--- config.mk ---
export PLATFORM = sky130hd
export DESIGN_NAME = pwm_servo_array
export DESIGN_NICKNAME = d
export VERILOG_FILES = /design/src/rtl/pwm_servo_pkg.sv /design/src/rtl/pwm_servo_channel.sv /design/src/rtl/pwm_servo_array.sv
export SDC_FILE = /design/constraint.sdc
export NUM_CORES = 1
export LEC_CHECK = 0
export ABC_AREA = 1
export CORE_AREA = 2 2 218 220
export CTS_BUF_LIST = sky130_fd_sc_hd__clkbuf_16
export DETAILED_ROUTE_END_ITERATION = 6
export DIE_AREA = 0 0 220 222
export SYNTH_ARGS = -nofsm -noshare
export SYNTH_HDL_FRONTEND = slang
export SYNTH_SLANG_ARGS = --single-unit
--- constraint.sdc ---
create_clock -name clk -period 3 [get_ports clk]
set_clock_uncertainty 0.1 [all_clocks]
set_input_delay 0.6 -clock clk [delete_from_list [all_inputs] [get_ports clk]]
set_output_delay 0.6 -clock clk [all_outputs]
set_load 0.05 [all_outputs]
--- src/rtl/pwm_servo_pkg.sv ---
// Shared constants and the per-frame slew helper for the servo PWM array.
// Duty arithmetic runs at 64 bits so any WIDTH up to 64 can reuse it.
package pwm_servo_pkg;

  localparam int unsigned DEF_PERIOD_C = 2000;
  localparam int unsigned DEF_DUTY_C   = 150;

  typedef logic [63:0] duty_t;

  // One frame's move of the active duty toward its target, at most step
  // per frame; step == 0 jumps straight to the target.
  function automatic duty_t next_duty(duty_t active, duty_t target, duty_t step);
    duty_t diff;
    diff = (target >= active) ? (target - active) : (active - target);
    if (step == '0 || diff <= step) begin
      return target;
    end else if (target > active) begin
      return active + step;
    end else begin
      return active - step;
    end
  endfunction

endpackage

--- src/rtl/pwm_servo_channel.sv ---
// One PWM channel: duty target register, frame-committed active duty,
// registered compare output and busy flag.
module pwm_servo_channel
  import pwm_servo_pkg::*;
#(
  parameter int unsigned WIDTH    = 32,
  parameter int unsigned DEF_DUTY = DEF_DUTY_C,
  parameter int unsigned STEP     = 0
) (
  input  logic             clk,
  input  logic             res,
  input  logic             wrap,
  input  logic             wr_en,
  input  logic [WIDTH-1:0] wr_duty,
  input  logic [WIDTH-1:0] cnt,
  output logic             pwm,
  output logic             busy
);

  logic [WIDTH-1:0] target_q, target_d;
  logic [WIDTH-1:0] active_q, active_d;
  logic             pwm_q, pwm_d;

  // The wrap update reads target_q, so a write landing on the wrap edge
  // is only picked up at the following wrap.
  always_comb begin
    target_d = target_q;
    if (wr_en) begin
      target_d = wr_duty;
    end
    active_d = active_q;
    if (wrap) begin
      active_d = WIDTH'(next_duty(64'(active_q), 64'(target_q), 64'(STEP)));
    end
    pwm_d = (cnt < active_q);
  end

  always_ff @(posedge clk) begin
    if (res) begin
      target_q <= WIDTH'(DEF_DUTY);
      active_q <= WIDTH'(DEF_DUTY);
      pwm_q    <= 1'b0;
    end else begin
      target_q <= target_d;
      active_q <= active_d;
      pwm_q    <= pwm_d;
    end
  end

  assign pwm  = pwm_q;
  assign busy = (active_q != target_q);

endmodule

--- src/rtl/pwm_servo_array.sv ---
// Multi-channel servo PWM generator: one shared frame counter, per-channel
// duty targets committed only at frame boundaries.
module pwm_servo_array
  import pwm_servo_pkg::*;
#(
  parameter int unsigned CHANNELS   = 4,
  parameter int unsigned WIDTH      = 32,
  parameter int unsigned DEF_PERIOD = DEF_PERIOD_C,
  parameter int unsigned DEF_DUTY   = DEF_DUTY_C,
  parameter int unsigned STEP       = 0,
  localparam int unsigned CH_W      = (CHANNELS > 1) ? $clog2(CHANNELS) : 1
) (
  input  logic                clk,
  input  logic                res,
  input  logic [WIDTH-1:0]    t,
  input  logic                wr_en,
  input  logic [CH_W-1:0]     wr_ch,
  input  logic [WIDTH-1:0]    wr_duty,
  output logic                wr_err,
  output logic [CHANNELS-1:0] pwm,
  output logic                frame_start,
  output logic [CHANNELS-1:0] busy
);

  logic [WIDTH-1:0]    cnt_q, cnt_d;
  logic [WIDTH-1:0]    period_q, period_d;
  logic                frame_start_q, frame_start_d;
  logic                wr_err_q, wr_err_d;
  logic                wrap;
  logic                wr_valid;
  logic [CHANNELS-1:0] ch_wr;

  // Periods below 2 are clamped so the counter always has a distinct wrap.
  always_comb begin
    wrap          = (cnt_q == period_q - WIDTH'(1));
    cnt_d         = wrap ? '0 : cnt_q + WIDTH'(1);
    period_d      = period_q;
    if (wrap) begin
      period_d = (t < WIDTH'(2)) ? WIDTH'(2) : t;
    end
    frame_start_d = wrap;
    wr_valid      = wr_en && (32'(wr_ch) < CHANNELS);
    wr_err_d      = wr_en && !wr_valid;
  end

  always_ff @(posedge clk) begin
    if (res) begin
      cnt_q         <= '0;
      period_q      <= WIDTH'(DEF_PERIOD);
      frame_start_q <= 1'b0;
      wr_err_q      <= 1'b0;
    end else begin
      cnt_q         <= cnt_d;
      period_q      <= period_d;
      frame_start_q <= frame_start_d;
      wr_err_q      <= wr_err_d;
    end
  end

  generate
    for (genvar gi = 0; gi < CHANNELS; gi++) begin : g_ch
      assign ch_wr[gi] = wr_valid && (wr_ch == CH_W'(gi));

      pwm_servo_channel #(
        .WIDTH   (WIDTH),
        .DEF_DUTY(DEF_DUTY),
        .STEP    (STEP)
      ) u_ch (
        .clk    (clk),
        .res    (res),
        .wrap   (wrap),
        .wr_en  (ch_wr[gi]),
        .wr_duty(wr_duty),
        .cnt    (cnt_q),
        .pwm    (pwm[gi]),
        .busy   (busy[gi])
      );
    end
  endgenerate

  assign wr_err      = wr_err_q;
  assign frame_start = frame_start_q;

endmodule

## Yosys cells after proc, flatten, opt, wreduce, memory -nomap -nowiden

Cells that the tools add are included.

| operators by class | value |
|---|---|
| add/sub/neg operators | 2 |
| order comparisons | 5 |
| eq/ne operators | 8 |
| multiplexer cells | 1 |
| reduce and logical (&&, ||, !) cells | 6 |

Operators by type and width:

| operator | number |
|---|---|
| 32-bit less-than comparator | 4 |
| 32-bit inequality test | 4 |
| 32-bit by 1-bit adder with 32-bit output, second input constant | 1 |
| 32-bit == test | 1 |
| 32-bit by 2-bit less-than comparator with 1-bit output, second input constant | 1 |
| 32-bit two-way mux | 1 |
| 32-bit by 1-bit subtractor with 32-bit output, second input constant | 1 |
| 2-bit == test, second input constant | 2 |
| 1-bit logical AND | 4 |
| 2-bit by 1-bit == test with 1-bit output, second input constant | 1 |
| 2-bit logical NOT | 1 |
| 2-bit OR reduction | 1 |

| word-level totals | value |
|---|---|
| bits in registers | 325 |
| input bits | 69 |
| output and inout bits | 10 |
| logic and storage cells | 37 |

## Logic depth before layout (Yosys ltp)

Gate-level depths: netlist of run 1.

| depth | value |
|---|---|
| depth after elaboration | 3 |
| mapped depth | 18 |
| depth with buffers taken out | 16 |

## By module

A second synthesis of run 1 with hierarchy kept.

| unflattened totals | value |
|---|---|
| cells, all modules | 2506 |
| area total of the unflattened synthesis | 18026.0 um2 |

Modules (own cells, without submodules):

| module | times used | cells an instance | area an instance (um2) |
|---|---|---|---|
| pwm_servo_channel | 4 | 449 | 3379.5 |
| pwm_servo_array | 1 | 710 | 4508.1 |

## Worst setup path before layout of run 1

Ideal clock, no wire load.

| timing path | value |
|---|---|
| path type | register to register |
| start | register period_q[0] |
| end | register g_ch[0].u_ch.active_q[23] |
| setup time | 0.114 ns |
| arrival | 2.080 ns |
| required time | 2.786 ns |
| setup slack | 0.707 ns |
| cell stages (with the launch flop) | 18 |
| buffers on the path | 2 |
| period minus slack after synthesis | 2.293 ns |
| path through | dfxtp_1 > inv_1 > ha_1 > nand2_2 > nor2_4 > nand3_1 > nand2_1 > nand2_1 > nand2_1 > nand2_1 > nor2_1 > nand2_1 > nor2_2 > nand3_2 > buf_6 > buf_6 > nand3_1 > nand2_1 |

| between the ends | value |
|---|---|
| cells in the longest elaborated chain, start to end | 2 |

RTL lines:

| item | RTL line | text |
|---|---|---|
| from (decl) | pwm_servo_array.sv:26 | `logic [WIDTH-1:0] period_q, period_d;` |
| from (signal assigned) | pwm_servo_array.sv:49 | `period_q <= WIDTH'(DEF_PERIOD);` |
| from (signal assigned) | pwm_servo_array.sv:54 | `period_q <= period_d;` |
| 32-bit by 1-bit subtractor with 32-bit output | pwm_servo_array.sv:35 | `wrap = (cnt_q == period_q - WIDTH'(1));` |
| 32-bit == test | pwm_servo_array.sv:35 |  |
| to (signal assigned) | pwm_servo_channel.sv:41 | `active_q <= WIDTH'(DEF_DUTY);` |
| to (signal assigned) | pwm_servo_channel.sv:45 | `active_q <= active_d;` |
| to (decl) | pwm_servo_channel.sv:21 | `logic [WIDTH-1:0] active_q, active_d;` |

Every way passes these cells.
A chain may end at the register's enable or synchronous reset.

## Worst setup path in the final report of run 1

| timing path | value |
|---|---|
| start | register g_ch[0].u_ch.active_q[1] |
| end | output port busy[0] |

| between the ends | value |
|---|---|
| cells in the longest elaborated chain, start to end | 1 |

RTL lines:

| item | RTL line | text |
|---|---|---|
| 32-bit inequality test | pwm_servo_channel.sv:51 | `assign busy = (active_q != target_q);` |
| to (decl) | pwm_servo_array.sv:22 | `output logic [CHANNELS-1:0] busy` |

Every way passes these cells.

==> summary.md, run 1 <==
| Metric | Value |
|---|---|
| Status | complete, no violations |
| Residual DRC count | 0 |
| Final Power | 9.553 mW |
| Number of synthesized flops with an enable pin | 0 |
| Layout cells sized above 1 | 7.183% |
| Distinct cells, synth | 40 |
| HP Class | reg2reg |
| CP arrival | 2.23 ns |
| Detailed placement HPWL | 44360 µm |
| # rows | 79 |
| First-pass GRT wire length | 94860 µm |
| IO Count | 79 |
| Storage cell area | 6507 µm² |
| Worst-margin pin slew | 0.6063 ns |
| Initial core utilization | 39.67% |
| Gpl congestion | 0.8715 |
| Ant. Diodes | 0 |
| Antenna Violating Nets Remaining | 0 |
| Setup crit start kind | register |
| Max FO, Critical Path | 3 |
| Period Utilization, post-route | 97.65% |
| Netlist Area Pre-Place | 18350 µm² |
| Via count | 17510 |
| Port bufs | 77 |
| Worst reg2reg path startpoint | period_q[0] |
| RSZ-0062 raised after global routing | false |
| Warnings, synthesis | 0 |
| Hold Crit Start | g_ch[2].u_ch.active_q[2] |
| Max incr delay on CP | 0.42 ns |
| Vias per cell | 5.384 |
| Fillers | 4673 |
| Max Fclk | 341.4 MHz |
| CP required | 2.30 ns |
| CP Capture Type | output port |
| Core ar. | 46260 µm² |
| Critical path buffers and inverters | 2 |
| Post-synthesis sequential area ratio | 35.46% |
| Die X | 220 µm |
| Grt ovf | 0 |
| Hold Path End | g_ch[2].u_ch.active_q[2] |
| Total Routing Usage GR | 25.03% |
| Maximum clock path buffer count | 3 |
| Endpoints failing hold | 0 |
| Hold Crit Depth | 2 |
| DRT Pass-1 Iters | 5 |
| Die height | 222 µm |
| CTS buffer count | 38 |
| Syn_area_per_cell | 7.168 µm² |
| Slew HR | 59.27% |
| FF-to-FF path depth | 15 |
| Largest net degree at the start of global routing | 80 |
| Final TNS setup | 0 ns |
| Multi-input gate area | 10390 µm² |
| Pwr Density | 450.9 nW/µm² |
| Post-synth ARST share | 0% |
| CTS Hold Bufs | 0 |
| Worst VDD drop | 0.0004662 V |
| #FFs+latches synth | 325 |
| Root buf cell | clkbuf_16 |
| Max_cap viols | 0 |
| Routed WL | 61290 µm |
| Leak | 9.656 nW |
| Skew-Pair Late Insertion Delay | 0.57 ns |
| Initial antenna violation count | 0 |
| Area Growth Syn to Fin | 15.47% |
| Initial DRC count | 1353 |
| Crit Path Category | reg2out |
| Main synth FF type | dfxtp_1 |
| Final Max Slew Viols | 0 |
| Min cycle time layout | 2.929 ns |
| Final setup fails | 0 |
| Clock sink count | 325 |
| Vias in the first global route | 16600 |
| R2r setup slk | 0.24 ns |
| Max stage delay cell, worst path | nor4_1 |
| CP Depth | 6 |
| Critical-path cell list | inv_1 -> or2_2 -> o2111ai_1 -> nor4_1 -> nand4_1 -> buf_4 |
| Syn nets | 2755 |
| Crit path max-delay family | simple AND/OR/NAND/NOR gates |
| WL/cell | 18.85 µm |
| Full die area | 48840 µm² |
| CTS tree | yes |
| CTS H-Tree Depth | 2 |
| Final #Nets | 2813 |
| Reg-to-Reg End | period_q[29] |
| CTS clock-pin slew for the worst setup and hold paths | 0.06 ns |
| Syn Inst Count | 2560 |
## synth_stat cells, drive strengths merged, types with 3 or more instances
master,instances,area share [%]
nand2,478,9.8
nor2,364,7.8
dfxtp,325,35
nand3,235,6.4
inv,229,4.7
nand4,202,6.9
o21ai,134,3.7
ha,126,8.6
xnor2,88,4.2
clkbuf,84,1.7
a21oi,71,1.9
buf,54,2.0
xor2,53,2.5
nor4,27,0.92
nor3,20,0.57
or2,15,0.51
nand3b,9,0.37
o2111ai,9,0.43
a211oi,8,0.33
o221ai,8,0.38
o211ai,5,0.20
a21o,4,0.16
and3,3,0.10
o21bai,3,0.12
## worst reg2reg max path: stages (launching register included)
cell and delay [ns]:
dfxtp_1 0.32, inv_1 0.09, ha_1 0.24, nand2_2 0.18
nor2_4 0.22, o21ai_1 0.10, nand2_1 0.10, nand2_1 0.07
nor2_1 0.10, nand2_1 0.08, nor2_1 0.12, nand3_1 0.12
nor2_4 0.27, buf_4 0.36, nand4_1 0.14, nand2_1 0.09
## how the worst max path moves through the flow
stage	startpoint	endpoint	slack, ns
5_1_grt	period_q[0]	cnt_q[25]	0.006
2_1_floorplan	period_q[0]	g_ch[0].u_ch.active_q[23]	0.71
6_report	g_ch[0].u_ch.active_q[1]	busy[0]	0.07
4_1_cts	g_ch[3].u_ch.target_q[7]	busy[3]	0.006
3_5_place_dp	period_q[0]	period_q[25]	0.17
3_3_place_gp	period_q[0]	period_q[0]	0.23
## layer usage
| metal | vias up | track usage, % | share of wire [%] |
|---|---|---|---|
| met1 | 8158 | 33.66 | 44 |
| met2 | 550 | 40.13 | 46 |
| met4 | 0 | 10.80 | 4.1 |
| met3 | 122 | 3.086 | 6.1 |
| met5 | - | 0 | 0 |
| li1 | 8679 | - | - |
## per-stage QoR
stage | cells | setup WS [ns] | util [%] | hold WS, ns | area, µm²
after floorplan | 2560 | 0.7066 | - | 0.3289 | 18350
final | 3252 | 0.07058 | 45.80 | 0.3518 | 21190
after detailed placement | 3180 | 0.1715 | 43.17 | 0.3437 | 19970
after CTS | 3247 | 0.006379 | 45.65 | 0.3584 | 21120
after global routing | 3252 | 0.006442 | 45.80 | 0.3802 | 21190
after global placement | 3180 | 0.2330 | 43.17 | 0.3387 | 19970
## cells by family (layout without fill, tap and decap cells)
| group | Yosys count | in the layout | share of synthesized area, % |
|---|---|---|---|
| compound gates | 246 | 246 | 7.371 |
| simple gates | 1354 | 1356 | 33.46 |
| buf+inv | 367 | 450 | 8.373 |
| fa+ha+maj | 126 | 126 | 8.591 |
| other cells | 1 | 1 | 0.02044 |
| xor+xnor | 141 | 141 | 6.730 |
| flops | 325 | 325 | 35.46 |
## power by group
group / leakage [nW] / switching (mW) / total, mW / internal (mW)
combinational: 6.44 / 0.434 / 0.694 / 0.260
clock: 0.577 / 1.92 / 4.36 / 2.44
sequential: 2.64 / 0.0894 / 4.50 / 4.41
## what timing repair did
action                                  4_1_cts  5_1_grt
endpoints found under the setup margin        2       92
gates cloned                                  0        2
buffers inserted                              0        3
pin swaps                                     0        3
resized for setup                             2        5
## layout make-up
class | instances | area share, %
clock buffer | 39 | 4.606
multi-input combinational | 1870 | 49.03
inverter | 229 | 4.092
timing repair buffer | 154 | 7.222
tap | 607 | 3.584
clock inverter | 28 | 0.7558
sequential | 325 | 30.71
## registers in the layout, summed over array words and instances (netlist names)
register and flops:
frame_start 1, g_ch.u_ch.pwm 4, cnt_q 32, period_q 32, g_ch.u_ch.target_q 128, g_ch.u_ch.active_q 128
## placed cells by master, fill, tap and decap left out, types with 17 or more instances in the layout
cell | netlist | layout
clkbuf_16 | 0 | 39
nand3_1 | 234 | 234
clkdlybuf4s50_1 | 0 | 73
inv_1 | 222 | 225
dfxtp_1 | 325 | 324
a21oi_1 | 71 | 71
o21ai_0 | 130 | 130
ha_1 | 126 | 126
nor3_1 | 19 | 17
nor4_1 | 27 | 27
xor2_1 | 53 | 53
nand2_1 | 474 | 474
buf_4 | 11 | 65
nand4_1 | 202 | 202
nor2_1 | 348 | 342
xnor2_1 | 88 | 87
Note: power is estimated with default switching activity, not from simulation.
==> inputs of run 2 (changes only) <==
Settings changed: CORE_AREA 2 2 218 220 to 4 4 208 210, DIE_AREA 0 0 220 222 to 0 0 212 214, SYNTH_HIERARCHICAL from default to 1.
==> summary.md, run 2 <==
| Metric | Value |
|---|---|
| Status | complete, no violations |
| Sw Ratio | 24.70% (-0.84 points) |
| Crit path max-delay family | simple AND/OR/NAND/NOR gates |
| Antenna Violating Nets Remaining | 0 (unchanged) |
| Critical-path cell list | xnor2_1 -> nand3_1 -> nor3_1 -> nand2_1 -> nor2_1 -> nand2_1 -> dlygate4sd2_1 |
| Combinational power share | 7.3% (about the same) |
| Fillers | 4185 (-10%) |
| DRT Pass-1 Iters | 5 (unchanged) |
| Post-synth ARST share | 0% (unchanged) |
| Min cycle time layout | 2.851 ns (-0.07797 ns) |
| Layout cells sized above 1 | 9.004% (+1.8 points) |
| CTS Hold Bufs | 0 (unchanged) |
| Die height | 214 µm (-3.6%) |
| Multi-input gate area | 10090 µm² (-2.8%) |
| Post-Synth Adder-Cell Area | 8.746% (+0.15 points) |
| Core ar. | 41570 µm² (-10%) |
| Area Growth Syn to Fin | 14.39% |
| Post-CTS setup buffers | 0 (unchanged) |
| Vias in the first global route | 15560 (-6.3%) |
| Commonest non-fill, non-tap cells in the layout | nand2_1 (393), nor2_1 (392), dfxtp_1 (325) |
| Synth area leaders | dfxtp_1 (36%), ha_1 (8.7%), nand2_1 (8.2%) |
| WL/cell | 17.23 µm (-8.6%) |
| Via count | 16240 (-7.3%) |
| # rows | 75 (-5.1%) |
| Cell taking the most area after synthesis | dfxtp_1 |
| Ant. Diodes | 0 (unchanged) |
| Crit Path Category | reg2out |
| Syn Inst Count | 2506 (-2.1%) |
| First-pass GRT wire length | 84220 µm (-11%) |
| Post-Synth XOR/XNOR Area | 6.851% (+0.12 points) |
| IO Count | 79 (unchanged) |
| CP most frequent cell | nand2_1 |
| Number of synthesized flops with an enable pin | 0 (unchanged) |
| Detailed placement HPWL | 39640 µm (-11%) |
| Max stage delay cell, worst path | dlygate4sd2_1 |
| Vias per cell | 5.157 (-4.2%) |
| Pwr Density | 470.1 nW/µm² (+4.3%) |
| Skew-Pair Late Insertion Delay | 0.56 ns (about the same) |
| Most common cell after layout, fill and taps aside | nand2_1 |
| Final setup fails | 0 (unchanged) |
| Netlist Area Pre-Place | 18030 µm² (-1.8%) |
| Final #Nets | 2779 (-1.2%) |
| Endpoints failing hold | 0 (unchanged) |
| Syn_area_per_cell | 7.193 µm² (+0.35%) |
| Maximum clock path buffer count | 3 (unchanged) |
| CTS tree | yes |
| Grt ovf | 0 (unchanged) |
| CTS buffer count | 38 (unchanged) |
| #FFs+latches synth | 325 (unchanged) |
| Port bufs | 77 (unchanged) |
| Max incr delay on CP | 0.43 ns (about the same) |
| Initial antenna violation count | 0 (unchanged) |
| Top Registers | g_ch.u_ch/active_q x128, g_ch.u_ch/target_q x128 |
| Gpl congestion | 0.8980 (+3.0%) |
| CP Capture Type | output port |
| Largest family of logic cells by synthesized area | simple AND/OR/NAND/NOR gates |
| Pint | 7.298 mW (+2.6%) |
| Mux cell area share after synthesis | 0% (unchanged) |
| Worst-margin pin slew | 0.9432 ns (+0.3369 ns) |
| Total Routing Usage GR | 23.45% (-1.6 points) |
| Initial core utilization | 43.36% (+3.7 points) |
| CTS H-Tree Depth | 2 (unchanged) |
| CTS clock-pin slew for the worst setup and hold paths | 0.06 ns (about the same) |
| Largest net degree at the start of global routing | 61 (-24%) |
| Final Max Slew Viols | 0 (unchanged) |
| Main synth FF type | dfxtp_1 |
| Simple-Gate Fraction of Synth Area | 27.03% (-6.4 points) |
| CP required | 2.30 ns (about the same) |
| Period Utilization, post-route | 95.05% (-2.6 points) |
| Worst VDD drop | 0.0004746 V (+1.8%) |
| Die X | 212 µm (-3.6%) |
| Leak | 9.395 nW (-2.7%) |
| Top-area cell type share of the netlist area | 36.09% (+0.64 points) |
| Warnings, synthesis | 6 (+6) |
| Residual DRC count | 0 (unchanged) |
| Syn nets | 2701 (-2.0%) |
| Distinct cells, synth | 42 (+5.0%) |
| Max Fclk | 350.7 MHz (+2.7%) |
| Final TNS setup | 0 ns (unchanged) |
| Root buf cell | clkbuf_16 |
| Clock sink count | 325 (unchanged) |
| Slew HR | 37.03% (-22 points) |
| Storage cell area | 6506 µm² (about the same) |
| Routed WL | 54260 µm (-11%) |
| Full die area | 45370 µm² (-7.1%) |
| Top cells by instance count after synthesis | nand2_1 (393), nor2_1 (393), dfxtp_1 (325), inv_1 (185), a21oi_1 (173) |
| Post-synthesis sequential area ratio | 36.09% (+0.64 points) |
| Clock power share | 46.3% (+0.7 points) |
| Max FO, Critical Path | 3 (unchanged) |
| Net Sw Power | 2.395 mW (-1.9%) |
| Max_cap viols | 0 (unchanged) |
| Critical path buffers and inverters | 1 (-1) |
| RSZ-0062 raised after global routing | false |
| Compound-Gate Fraction of Synth Area | 13.14% (+5.8 points) |
| Flop pwr share | 46.4% (-0.7 points) |
| Setup crit start kind | register |
| Fin Hold WS | 0.3691 ns (+0.01728 ns) |
| CP arrival | 2.15 ns (-0.08 ns) |
| Initial DRC count | 1094 (-19%) |
| HP Class | reg2reg |
run 2: changes by cell type in the layout (fill, tap and decap cells not counted), sizes merged, moves of 28 or more:
cell / change
nand4: -165
o21ai: +132
a21oi: +110
nand3: -88
nand2: -76
nor2: +53
or2: +35
buf: -31
nor3: +28
run 2: stage by stage:
stage                     power [mW]  cells  area [µm²]  setup slack [ns]  utilization (%)
after floorplan                4.974   2506       18030            0.3016                -
after global placement         5.285   3083       19400            0.1209            46.67
after detailed placement       5.300   3083       19400           0.08286            46.67
after CTS                      9.811   3149       20580           0.05423            49.52
after global routing           10.04   3149       20620           0.01127            49.60
final                          9.693   3149       20620            0.1485            49.60
run 2: power groups by stage:
stage,logic (mW),registers [mW],clock network [mW]
2_1_floorplan,0.392,4.58,0
3_3_place_gp,0.696,4.59,0
3_5_place_dp,0.707,4.59,0
4_1_cts,0.708,4.50,4.60
5_1_grt,0.777,4.51,4.75
6_report,0.705,4.50,4.49
run 2: final timing paths:
path	to	cells after the start	slack (ns)	start
setup / recovery	busy[0]	7	0.15	g_ch[0].u_ch/target_q[20]
hold / removal	g_ch[0].u_ch/active_q[25]	2	0.37	g_ch[0].u_ch/active_q[25]
setup reg to reg	g_ch[2].u_ch/active_q[29]	17	0.19	period_q[5]
hold reg to reg	g_ch[0].u_ch/active_q[25]	2	0.37	g_ch[0].u_ch/active_q[25]
run 2: metal layers:
| layer | track usage, % | share of wire, % | vias to the layer above |
|---|---|---|---|
| li1 | - | - | 8337 |
| met3 | 3.442 | 4.2 | 106 |
| met2 | 40.51 | 48 | 311 |
| met1 | 29.80 | 44 | 7485 |
| met4 | 8.040 | 3.4 | 0 |
| met5 | 0 | 0 | - |
run 2: cell type report:
type / instances / area share, %
multi-input cells: 1847 / 48.96
flip-flops and latches: 325 / 31.55
repair buffers: 126 / 5.837
clock buffers: 39 / 4.733
inverters: 246 / 4.624
well taps: 539 / 3.271
clock inverters: 27 / 1.025
run 2: worst reg2reg max path, delay by kind of cell, from the launching register on:
kind | cells | cell delay (ns)
AO/OA/AOI/OAI | 2 | 0.31
buffers and inverters | 3 | 0.41
flip-flops | 1 | 0.36
AND/OR/NAND/NOR | 12 | 1.48
run 2: cell families (layout without fill, tap and decap cells):
kind of cell               after synthesis  in the layout
buffers and inverters                  334            438
adders and majority gates              126            126
other                                    1              1
AOI/OAI and AO/OA                      460            460
and+or+nand+nor                       1119           1119
DFF                                    325            325
xor gates and xnor gates               141            141
run 2: what timing repair did:
| action | 4_1_cts | 5_1_grt |
|---|---|---|
| setup endpoints to repair | 3 | 137 |
| gates resized for setup | 3 | 18 |
| pin swaps | 0 | 1 |
| endpoints found under the hold margin | 0 | 0 |
